[src/rtl/rob_phase_sync.sv]
// Commit-side phase barrier for base/variant differential simulation: stalls the
// core that reaches a phase marker first until its twin commits the same marker.
module rob_phase_sync #(
  parameter int TIMEOUT = 4096,
  parameter int CW      = 16
) (
  input  logic          clock,
  input  logic          reset,
  input  logic          base_valid,
  input  logic [31:0]   base_inst,
  input  logic          var_valid,
  input  logic [31:0]   var_inst,
  input  logic          resync,
  output logic          stall_base,
  output logic          stall_var,
  output logic          sync,
  output logic          evt_valid,
  output logic [3:0]    evt_code,
  output logic [1:0]    evt_src,
  output logic [2:0]    phase,
  output logic          in_phase,
  output logic          mismatch,
  output logic          timeout,
  output logic          proto_err,
  output logic [CW-1:0] skew_max
);
  typedef enum logic [1:0] {RUN, WAIT_V, WAIT_B, DESYNC} state_t;
  localparam logic [CW-1:0] TMO_LAST = CW'(TIMEOUT - 1);

  state_t        r_state, w_nxt;
  logic [3:0]    r_code;
  logic [CW-1:0] r_timer;
  logic          r_hold_vld;
  logic [3:0]    r_hold_code;
  logic          r_evt_valid;
  logic [3:0]    r_evt_code;
  logic [1:0]    r_evt_src;
  logic [2:0]    r_phase;
  logic          r_in_phase;
  logic          r_mismatch, r_timeout, r_proto_err;
  logic [CW-1:0] r_skew;

  logic          w_bm, w_vm, w_wait, w_pair, w_mis, w_tmo_hit, w_perr, w_end_bad;
  logic [3:0]    w_bcode, w_vcode, w_pcode;
  logic [CW-1:0] w_timer_inc;

  assign w_bcode = base_inst[23:20];
  assign w_vcode = var_inst[23:20];
  assign w_bm    = base_valid && base_inst[19:0] == 20'h02013 && base_inst[31:24] == 8'h00
                   && w_bcode <= 4'd13;
  assign w_vm    = var_valid && var_inst[19:0] == 20'h02013 && var_inst[31:24] == 8'h00
                   && w_vcode <= 4'd13;

  assign w_wait      = (r_state == WAIT_V) || (r_state == WAIT_B);
  assign w_timer_inc = (&r_timer) ? r_timer : r_timer + CW'(1);

  // A late marker wins over a timeout expiring in the same cycle.
  assign w_pair    = (r_state == RUN    && w_bm && w_vm && w_bcode == w_vcode)
                  || (r_state == WAIT_V && w_vm && w_vcode == r_code)
                  || (r_state == WAIT_B && w_bm && w_bcode == r_code);
  assign w_mis     = (r_state == RUN    && w_bm && w_vm && w_bcode != w_vcode)
                  || (r_state == WAIT_V && w_vm && w_vcode != r_code)
                  || (r_state == WAIT_B && w_bm && w_bcode != r_code);
  assign w_tmo_hit = (r_state == WAIT_V && !w_vm && r_timer == TMO_LAST)
                  || (r_state == WAIT_B && !w_bm && r_timer == TMO_LAST);
  assign w_pcode   = (r_state == RUN) ? w_bcode : r_code;
  assign w_end_bad = w_pcode[0] && (w_pcode[3:1] != r_phase);
  assign w_perr    = (r_state == WAIT_V && base_valid)
                  || (r_state == WAIT_B && var_valid)
                  || (w_pair && w_end_bad)
                  || (r_state == DESYNC && w_bm && w_vm && r_hold_vld);

  always_ff @(posedge clock) begin
    if (reset) r_state <= RUN;
    else       r_state <= w_nxt;
  end

  always_comb begin
    w_nxt = r_state;
    unique case (r_state)
      RUN: begin
        if (w_mis)     w_nxt = DESYNC;
        else if (w_pair) w_nxt = RUN;
        else if (w_bm) w_nxt = WAIT_V;
        else if (w_vm) w_nxt = WAIT_B;
      end
      WAIT_V, WAIT_B: begin
        if (w_pair)                 w_nxt = RUN;
        else if (w_mis || w_tmo_hit) w_nxt = DESYNC;
      end
      DESYNC: if (resync) w_nxt = RUN;
      default: w_nxt = RUN;
    endcase
  end

  always_comb begin
    stall_base = 1'b0;
    stall_var  = 1'b0;
    sync       = 1'b1;
    unique case (r_state)
      WAIT_V:  stall_base = 1'b1;
      WAIT_B:  stall_var  = 1'b1;
      DESYNC:  sync       = 1'b0;
      default: ;
    endcase
  end

  always_ff @(posedge clock) begin
    if (reset) begin
      r_code      <= '0;
      r_timer     <= '0;
      r_hold_vld  <= 1'b0;
      r_hold_code <= '0;
      r_evt_valid <= 1'b0;
      r_evt_code  <= '0;
      r_evt_src   <= '0;
      r_phase     <= '0;
      r_in_phase  <= 1'b0;
      r_mismatch  <= 1'b0;
      r_timeout   <= 1'b0;
      r_proto_err <= 1'b0;
      r_skew      <= '0;
    end else begin
      r_evt_valid <= 1'b0;
      if (w_wait) r_timer <= w_timer_inc;
      if (r_state == RUN && (w_bm ^ w_vm)) begin
        r_code  <= w_bm ? w_bcode : w_vcode;
        r_timer <= '0;
      end
      if (w_pair) begin
        r_evt_valid <= 1'b1;
        r_evt_code  <= w_pcode;
        r_evt_src   <= 2'b11;
        if (!w_pcode[0]) begin
          r_phase    <= w_pcode[3:1];
          r_in_phase <= 1'b1;
        end else if (!w_end_bad) begin
          r_in_phase <= 1'b0;
        end
        if (w_wait && w_timer_inc > r_skew) r_skew <= w_timer_inc;
      end
      if (w_mis)     r_mismatch  <= 1'b1;
      if (w_tmo_hit) r_timeout   <= 1'b1;
      if (w_perr)    r_proto_err <= 1'b1;
      // Pass-through: base reported first, a simultaneous variant marker waits one cycle.
      if (r_state == DESYNC) begin
        if (w_bm) begin
          r_evt_valid <= 1'b1;
          r_evt_code  <= w_bcode;
          r_evt_src   <= 2'b01;
          if (w_vm) begin
            r_hold_vld  <= 1'b1;
            r_hold_code <= w_vcode;
          end
        end else if (r_hold_vld) begin
          r_evt_valid <= 1'b1;
          r_evt_code  <= r_hold_code;
          r_evt_src   <= 2'b10;
          r_hold_vld  <= w_vm;
          r_hold_code <= w_vcode;
        end else if (w_vm) begin
          r_evt_valid <= 1'b1;
          r_evt_code  <= w_vcode;
          r_evt_src   <= 2'b10;
        end
        if (resync) r_hold_vld <= 1'b0;
      end
    end
  end

  assign evt_valid = r_evt_valid;
  assign evt_code  = r_evt_code;
  assign evt_src   = r_evt_src;
  assign phase     = r_phase;
  assign in_phase  = r_in_phase;
  assign mismatch  = r_mismatch;
  assign timeout   = r_timeout;
  assign proto_err = r_proto_err;
  assign skew_max  = r_skew;
endmodule

[config.mk]
export PLATFORM = sky130hd
export DESIGN_NAME = rob_phase_sync
export DESIGN_NICKNAME = d
export VERILOG_FILES = /design/src/rtl/rob_phase_sync.sv
export SDC_FILE = /design/constraint.sdc
export NUM_CORES = 1
export LEC_CHECK = 0
export CORE_MARGIN = 2
export CORE_UTILIZATION = 45
export CTS_CLUSTER_SIZE = 20
export DETAILED_ROUTE_END_ITERATION = 12
export MAX_ROUTING_LAYER = met4
export PLACE_DENSITY_LB_ADDON = 0.15
export SLEW_MARGIN = 20
export SYNTH_ARGS = -nofsm -noshare
export SYNTH_HDL_FRONTEND = slang
export SYNTH_SLANG_ARGS = --single-unit
[constraint.sdc]
create_clock -name clock -period 3.2 [get_ports clock]
set_input_delay 0.48 -clock clock [delete_from_list [all_inputs] [get_ports clock]]
set_output_delay 0.48 -clock clock [all_outputs]
set_load 0.02 [all_outputs]
# --- Word-level counts from Yosys, hierarchy flattened ---
# Index checks and enable logic that the tools add are counted.
word_totals:
  elab_cells: 131
  ram_bits: 0
  inputBits: 69
  reg_bits: 57
  romBits: 0
  memories: 0
  out_inout_bits: 33
  latchBits: 0
op_classes:
  n_reduce_logical: 54
  bitwise: 2
  mul: 0
  n_mux: 38
  magnitude_cmp: 3
  shift: 0
  div_mod_pow: 0
  n_addsub: 1
  eq_ne: 19
ops:
  columns: ["op", "n"]
  rows:
  - ["equality test 20 x 14 -> 1 bit (second input constant)", 2]
  - ["two-way mux 4 bit", 10]
  - ["logical AND 1 bit", 29]
  - ["two-way mux 2 bit", 12]
  - ["adder 16 x 1 -> 16 bit (second input constant)", 1]
  - ["equality test 16 x 12 -> 1 bit (second input constant)", 1]
  - ["> comparator 16 bit", 1]
  - ["logical NOT 8 bit", 2]
  - ["two-way mux 16 bit", 1]
  - ["AND reduction 16 bit", 1]
  - ["two-way mux 1 bit", 14]
  - ["equality test 4 bit", 3]
  - ["!= test 4 bit", 3]
  - ["logical OR 1 bit", 10]
  - ["less-or-equal comparator 4 bit (second input constant)", 2]
  - ["AND reduction 2 bit", 4]
  - ["case mux 2 bit (3 select lines)", 1]
  - ["AND reduction 3 bit", 2]
  - ["!= test 5 bit (second input constant)", 1]
  - ["equality test 2 bit (second input constant)", 2]
  - ["!= test 2 bit (second input constant)", 2]
  - ["OR reduction 2 bit", 2]
  - ["!= test 3 x 2 -> 1 bit (second input constant)", 1]
  - ["!= test 3 bit", 1]
  - ["8 further kinds", 9]

# --- Depth between registers and ports, before layout ---
depth:
  ltp_word: 14
  mapped_depth: 17
  ltp_nobuf: 14

# --- Worst setup path before layout ---
# Ideal clock, no wire load.
synth_timing:
  kind: "register to register"
  start: "register r_timer[0]"
  end: "register r_skew[10], in the netlist skew_max[10]"
  path_buffers: 3
  required_time_ns: 3.068
  synth_period_minus_slack_ns: 3.557
  path_stages_with_launch: 18
  arrival_time_ns: 3.424
  path_slack_ns: -0.357
  path_cell_list: "dfxtp_1 -> ha_1 -> inv_1 -> nor4_2 -> and4_1 -> buf_2 -> nor3b_1 -> xor2_1 -> ha_1 -> a21o_1 -> a21o_1 -> a211oi_1 -> o21ai_0 -> or3_1 -> clkbuf_1 -> clkbuf_1 -> nand4_1 -> a21oi_1"
synth_via:
  elab_chain_len: 5
  elab_cells_between_ends: 6
  cone_classes: "add/sub: 1; order compare: 1; mux: 1; reduce/logical: 3"
synth_rtl:
  columns: ["item", "line", "rtl"]
  rows:
  - ["start: declaration", "32", "logic [CW-1:0] r_timer;"]
  - ["start signal: assignment", "125", "if (w_wait) r_timer <= w_timer_inc;"]
  - ["adder 16 x 1 -> 16 bit or AND reduction 16 bit (tied branches)", "55", "assign w_timer_inc = (&r_timer) ? r_timer : r_timer + CW'(1);"]
  - ["two-way mux 16 bit (*)", "55", null]
  - ["via w_timer_inc[9]", "45", "logic [CW-1:0] w_timer_inc;"]
  - ["> comparator 16 bit (*)", "140", "if (w_wait && w_timer_inc > r_skew) r_skew <= w_timer_inc;"]
  - ["logical AND 1 bit (*)", "140", null]
  - ["AND reduction 2 bit (no line) (*)", null, null]
  - ["end signal: assignment", "140", null]
  - ["end: declaration", "41", "logic [CW-1:0] r_skew;"]
# The timed path passes the listed nets; every way through them passes the cells marked *.
# A chain may end at the register's enable or synchronous reset.

# --- Final worst setup path ---
layout_timing:
  start: "register r_timer[1]"
  end: "register r_skew[3], in the netlist skew_max[3]"
# Same word-level chain as after synthesis.

==> results.sh <==
export IMPL_status="finished with violations"
export IMPL_violations="setup timing"
export IMPL_peakVddDrop_uv=564
export IMPL_cellPowerDensity_nw_per_um2=514
export IMPL_routabilityCongestion=0.971
export IMPL_cp_max_fo=6
export IMPL_clockRootBuffer="clkbuf_8"
export IMPL_nets=753
export IMPL_postLayoutSetupSlackWorst_ps=-88.1
export IMPL_tns_ps=-1050
export IMPL_syn_mean_instance_area_um2=7.97
export IMPL_first_pass_iters=5
export IMPL_cts_hold_buffers=0
export IMPL_p_int_mw=1.94
export IMPL_crit_type="reg -> reg"
export IMPL_pwr_share_clk=0.243
export IMPL_core_area_um2=8300
export IMPL_path_clk_slew_ps=80
export IMPL_initial_core_util=0.468
export IMPL_drt_iter0_drc=304
export IMPL_place_area_um2=5470
export IMPL_p_comb_frac=0.502
export IMPL_synth_seq_cells=57
export IMPL_ys_top_cells_by_count="57 x dfxtp_1, 43 x nand2_1, 42 x nor2_1"
export IMPL_synth_area_leaders="dfxtp_1 29%, ha_1 7.1%, xor2_1 5.2%"
export IMPL_end_kind="flop"
export IMPL_synthAdderAreaFrac=0.0709
export IMPL_dp_hpwl_um=9640
export IMPL_clk_latency_ps=350
export IMPL_fin_cells=771
export IMPL_antenna_cells=0
export IMPL_synth_top_family_by_area="simple AND/OR/NAND/NOR gates"
export IMPL_crit_required_ps=3420
export IMPL_synthToLayoutAreaGrowth_pct=55.4
export IMPL_wl_um=13500
export IMPL_synthFlopType="dfxtp_1"
export IMPL_slew_headroom=0.573
export IMPL_post_route_cell_area_um2=6040
export IMPL_worst_slew_pin_slew_ps=641
export IMPL_clockBufferDepth=2
export IMPL_grt_pass1_wl_um=20900
export IMPL_yosysSeqAreaShare=0.294
export IMPL_synth_top_cell_by_area="dfxtp_1"
export IMPL_die_x_um=96.9
export IMPL_cts_tree="done"
export IMPL_die_h_um=96.9
export IMPL_port_buffers=101
export IMPL_p_sw_frac=0.376
export IMPL_drive_above_1_share=0.243
export IMPL_synth_edf_count=0
export IMPL_rsz0062_at_grt="yes"
export IMPL_fmax_mhz=304
export IMPL_synth_xor_area_share=0.0722
export IMPL_antenna_found_initial=0
export IMPL_synthMuxAreaShare=0.0390
export IMPL_cap_violations=0
export IMPL_synth_simple_area_share=0.274
export IMPL_htreeDepth=3
export IMPL_period_minus_slack_ps=3290
export IMPL_arrival_ps=3510
export IMPL_fp_dieArea_um2=9390
export IMPL_power_total_mw=3.10
export IMPL_synth_most_common_cell="dfxtp_1"
export IMPL_synth_warning_count=0
export IMPL_pin_count=102
export IMPL_syn_cell_area_um2=3880
export IMPL_synth_compound_area_frac=0.195
export IMPL_drc=0
export IMPL_ant_nets=0
export IMPL_crit_path_top_delay_cell="or3_4"
export IMPL_finalHoldViolCount=0
export IMPL_crit_top_cell="a21o_1"
export IMPL_yosys_area_top_type_share=0.294
export IMPL_cts_buffers_inserted=9
export IMPL_rows=33
export IMPL_async_reset_ff_frac=0
export IMPL_p_sw_mw=1.17
export IMPL_min_period_over_period=1.03
export IMPL_drv_slew=0
export IMPL_netlist_instances=487
export IMPL_pwr_share_seq=0.255
export IMPL_dp_cells=739
export IMPL_clock_skew_final_ps=13.4
export IMPL_grt_pass1_vias=4346
export IMPL_num_vias=4512
export IMPL_cts_sinks=57
export IMPL_synth_distinct_cells=57
export IMPL_cp_start_kind="flop"
export IMPL_viasPerCell=5.85
export IMPL_setup_viol=16
export IMPL_grt_max_degree=41
export IMPL_power_leakage_nw=2.32
export IMPL_grt_usage=0.278
export IMPL_path_cells="ha_4 > inv_2 > nor4_4 > and4_4 > nor3_1 > xor2_1 > ha_1 > a21o_1 > a21o_1 > a21oi_2 > nor2_4 > or3_4 > buf_6 > nand4_1 > a21oi_1"
export IMPL_synth_nets=578
export IMPL_wire_per_inst_um=17.6
export IMPL_grt_overflow=0
export IMPL_hold_path_class="reg -> reg"
export IMPL_crit_path_max_incr_delay_ps=430
## placed cells by master (no fill, tap or decap), types with 4 or more instances in the layout
| master | synthesis | routed |
|---|---|---|
| a21o_1 | 5 | 5 |
| a21oi_1 | 38 | 28 |
| a21oi_2 | 0 | 9 |
| a311oi_1 | 5 | 5 |
| and3_1 | 7 | 5 |
| buf_4 | 0 | 83 |
| buf_6 | 3 | 4 |
| clkbuf_8 | 0 | 10 |
| clkdlybuf4s50_1 | 0 | 101 |
| dfxtp_1 | 57 | 54 |
| ha_1 | 22 | 17 |
| ha_4 | 0 | 5 |
| inv_1 | 26 | 25 |
| mux2i_1 | 14 | 14 |
| nand2_1 | 43 | 40 |
| nand3_1 | 15 | 14 |
| nand3b_1 | 4 | 4 |
| nand4_1 | 23 | 23 |
| nor2_1 | 42 | 39 |
| nor3_1 | 12 | 11 |
| nor4_1 | 13 | 12 |
| nor4b_2 | 5 | 5 |
| o211ai_1 | 12 | 12 |
| o21a_1 | 6 | 4 |
| o21ai_0 | 28 | 21 |
| o21ai_1 | 1 | 5 |
| xnor2_1 | 9 | 9 |
| xor2_1 | 23 | 23 |
## state kept, by name, indices dropped and copies added, names as in the netlist
name,count
r_hold_code,4
r_code,4
evt_code,4
in_phase,1
evt_valid,1
timeout,1
phase,3
mismatch,1
r_timer,16
r_hold_vld,1
r_state,2
skew_max,16
proto_err,1
evt_src,2
## worst max-delay path: cells and delay by family, from the launching register on
| kind | cells | cell delay, ps |
|---|---|---|
| buffers and inverters | 2 | 190 |
| AND/OR/NAND/NOR | 6 | 1290 |
| flip-flops | 1 | 370 |
| XOR/XNOR | 1 | 230 |
| AO/OA/AOI/OAI | 4 | 650 |
| adder cells (fa/ha/maj) | 2 | 430 |
## power groups by stage
stage / sequential, mW / combinational, mW / clock (mW)
2_1_floorplan: 0.793 / 0.770 / 0
3_3_place_gp: 0.787 / 1.22 / 0
6_report: 0.791 / 1.56 / 0.756
5_1_grt: 0.792 / 1.67 / 0.799
3_5_place_dp: 0.791 / 1.24 / 0
4_1_cts: 0.778 / 1.30 / 0.766
## repair_timing
action,CTS,global route
endpoints found under the setup margin,13,16
gates cloned,0,1
buffers inserted,5,11
pin swaps,4,49
gates resized for setup,8,45
## kinds of logic (layout without fill, tap and decap cells)
kind of cell / after synthesis / after routing
compound gates: 120 / 120
xor+xnor: 32 / 32
fa+ha+maj: 22 / 22
buf+inv: 50 / 229
flops: 57 / 57
mux: 15 / 15
simple gates: 191 / 191
## cell type report
type | count | area, um^2
clock inverters | 5 | 80.1
well taps | 105 | 131
repair buffers | 188 | 1680
flip-flops and latches | 57 | 1150
inverters | 26 | 97.6
multi-input cells | 380 | 2760
fillers | 616 | 2260
clock buffers | 10 | 138
## worst paths after layout
check	from	end	slack, ps	depth (start not counted)
setup / recovery	r_timer[1]	skew_max[3]	-90	15
hold / removal	mismatch	mismatch	460	2
setup reg to reg	r_timer[1]	skew_max[3]	-90	15
hold reg to reg	mismatch	mismatch	460	2
## metal layers
metal	wire length [um]	GRT usage	part of all wire	up-vias
met1	5910	0.366	0.44	2111
li1	-	-	-	2147
met2	6250	0.429	0.46	220
met5	0	-	0	-
met4	289	0.0791	0.021	0
met3	1100	0.0614	0.081	34
## through the flow
stage,utilization,worst slack [ps],hold WS (ps)
2_1_floorplan,-,7.78,460
3_3_place_gp,0.659,-105,434
3_5_place_dp,0.659,-262,453
4_1_cts,0.694,7.92,462
5_1_grt,0.727,-196,491
6_report,0.727,-88.1,460
(Power assumes the default switching activity.)
==> edit, RTL diff (same flow settings) <==
Change the parameter `TIMEOUT` from 4096 to 3072.
--- a/src/rtl/rob_phase_sync.sv
+++ b/src/rtl/rob_phase_sync.sv
@@ -1,7 +1,7 @@
 // Commit-side phase barrier for base/variant differential simulation: stalls the
 // core that reaches a phase marker first until its twin commits the same marker.
 module rob_phase_sync #(
-  parameter int TIMEOUT = 4096,
+  parameter int TIMEOUT = 3072,
   parameter int CW      = 16
 ) (
   input  logic          clock,
Behaviour: no difference found for any inputs over 4 cycles, from zero or initial values and one cycle with reset high; that may be too few to reach the edited logic, so the function may still have changed.
==> edit against the unedited design <==
The run still ends with negative setup slack left; first-iteration DRC count shrank 60%; sequential cell count is the same; cell count fell by 8.3%; clock skew shrank 0.0020 ns; utilization decreased by 2.1 points; maximum frequency fell by 2.8%; final area fell by 5.2%; worst hold slack worse by 0.010 ns; via count shrank 16%; routed wire length fell by 17%; setup slack worse by 0.094 ns; area after synthesis decreased by 4.8%; critical path type unchanged; highest routed layer unchanged.
Power is not compared: it rests on default switching activity, and its combinational part moved more than twofold at a synthesized area within 25%.
==> edit: results (changes against the unedited design) <==
| Metric | Value |
|---|---|
| Crit path largest cell delay | 0.45 ns (was 0.43 ns) |
| Top cell type's share of synthesized area | 30.9% (was 29.4%) |
| H-tree levels | 3 (unchanged) |
| Setup TNS | -2.33 ns (was -1.05 ns) |
| Maximum fanout along the worst path | 5 (was 6) |
| Netlist cell types | 53 (was 57) |
| Max-slew headroom | 63.2% (was 57.3%) |
| Worst slack, placed | -0.342 ns (was -0.262 ns) |
| Worst R2R Path Depth | 17 (was 15) |
| Worst Path Arrival | 3.59 ns (was 3.51 ns) |
| Synth top cells by count | dfxtp_1, nor2_1, mux2i_1 (was dfxtp_1, nand2_1, nor2_1) |
| Syn Inst Count | 436 (was 487) |
| GRT Util Overall | 26.4% (was 27.8%) |
| Placed cell area | 5220 um2 (was 5470 um2) |
| Top FF cell, synth | dfxtp_1 (unchanged) |
| Clk_skew | 0.0115 ns (was 0.0134 ns) |
| Largest net degree at the start of global routing | 42 (was 41) |
| Status | finished with violations (unchanged) |
| DRT Pass-1 Iters | 4 (was 5) |
| Fin Hold WS | 0.450 ns (was 0.460 ns) |
| Final worst-path setup slack | -0.182 ns (was -0.0881 ns) |
| Gpl congestion | 0.893 (was 0.971) |
| Share of cells above drive strength 1 | 22.8% (was 24.3%) |
| First-pass GRT wire length | 18000 um (was 20900 um) |
| Failing checks | negative setup slack (unchanged) |
| Fraction of registers with async set/reset | 0% (unchanged) |
| Routed WL per cell | 15.9 um (was 17.6 um) |
| Synth warn | 0 (unchanged) |
| Net Count, Synth | 527 (was 578) |
| Sequential area share after synthesis | 30.9% (was 29.4%) |
| Detailed Route Iter0 Violations | 123 (was 304) |
| # setup viols final | 16 (unchanged) |
| Final WL | 11200 um (was 13500 um) |
| NumNets Final | 688 (was 753) |
| FILL cells | 649 (was 616) |
| RR Startpoint | r_timer[0] (was r_timer[1]) |
| Synth area leaders | dfxtp_1, mux2i_1, ha_1, nor2_1, xor2_1 (was dfxtp_1, ha_1, xor2_1, a21oi_1, nand2_1) |
| Dpl cells | 677 (was 739) |
| DR vias | 3808 (was 4512) |
| DP HPWL | 8350 um (was 9640 um) |
| Worst r2r dst | skew_max[6] (was skew_max[3]) |
==> edit: cell count changes after synthesis, sizes merged, moves of 12 or more <==
cell	delta
a21oi	-19
mux2i	+18
nand2	-19
o21ai	-21
nand4	-14
nor2	+12
==> edit: final cells by class <==
cell class | instances | area [um2] | share of cell area (%)
multi-input cells | 335 | 2570 | 44.9
repair buffers | 169 | 1540 | 26.9
flip-flops and latches | 57 | 1150 | 20.1
clock buffers | 10 | 149 | 2.60
well taps | 105 | 131 | 2.30
inverters | 25 | 93.8 | 1.64
clock inverters | 6 | 88.8 | 1.55
==> edit: cell families (layout without fill, tap and decap cells) <==
logic type | count (synthesis) | count (layout) | share of synthesized area, %
XOR/XNOR | 32 | 32 | 7.58
adder cells (fa/ha/maj) | 22 | 22 | 7.44
AO/OA/AOI/OAI | 71 | 71 | 13.6
multiplexers | 35 | 35 | 9.57
AND/OR/NAND/NOR | 175 | 175 | 26.2
flip-flops | 57 | 57 | 30.9
buffers and inverters | 44 | 210 | 4.74
==> edit: how the worst max path moves through the flow <==
stage	depth (start not counted)	slack, ns	from	end
5_1_grt	18	-0.29	r_timer[1]	skew_max[3]
4_1_cts	15	-0.09	r_timer[0]	skew_max[12]
6_report	17	-0.18	r_timer[0]	skew_max[6]
2_1_floorplan	17	-0.22	r_timer[1]	skew_max[13]
3_3_place_gp	17	-0.18	r_timer[1]	skew_max[0]
3_5_place_dp	17	-0.34	r_timer[1]	skew_max[0]
==> edit: power by group through the flow <==
stage          logic, W  registers, W  clock network [W]
5_1_grt        0.000673      0.000753           0.000838
6_report       0.000620      0.000750           0.000794
4_1_cts        0.000618      0.000750           0.000808
3_3_place_gp   0.000549      0.000765                  0
3_5_place_dp   0.000567      0.000766                  0
2_1_floorplan  0.000316      0.000775                  0
==> edit: routing by layer <==
layer	vias up	wire length, um	global-route usage, %
met1	1781	4610	29.8
met2	129	5670	45.6
met5	-	0	-
met4	0	227	9.54
met3	19	740	6.23
li1	1879	-	-
==> edit: critical path: cells and delay by family (launching register included) <==
kind	cells	cell delay, ns
xor gates and xnor gates	1	0.18
buffers and inverters	1	0.23
DFF	1	0.36
and+or+nand+nor	7	1.04
AOI/OAI and AO/OA	5	0.78
muxes	1	0.21
adders and majority gates	2	0.44
==> edit: timing repair <==
| item | 4_1_cts | 5_1_grt |
|---|---|---|
| setup endpoints to repair | 16 | 16 |
| cloned | 0 | 0 |
| hold buffers | 0 | 0 |
| pin swaps | 12 | 18 |
| gates resized for setup | 18 | 13 |
| setup buffers | 8 | 6 |
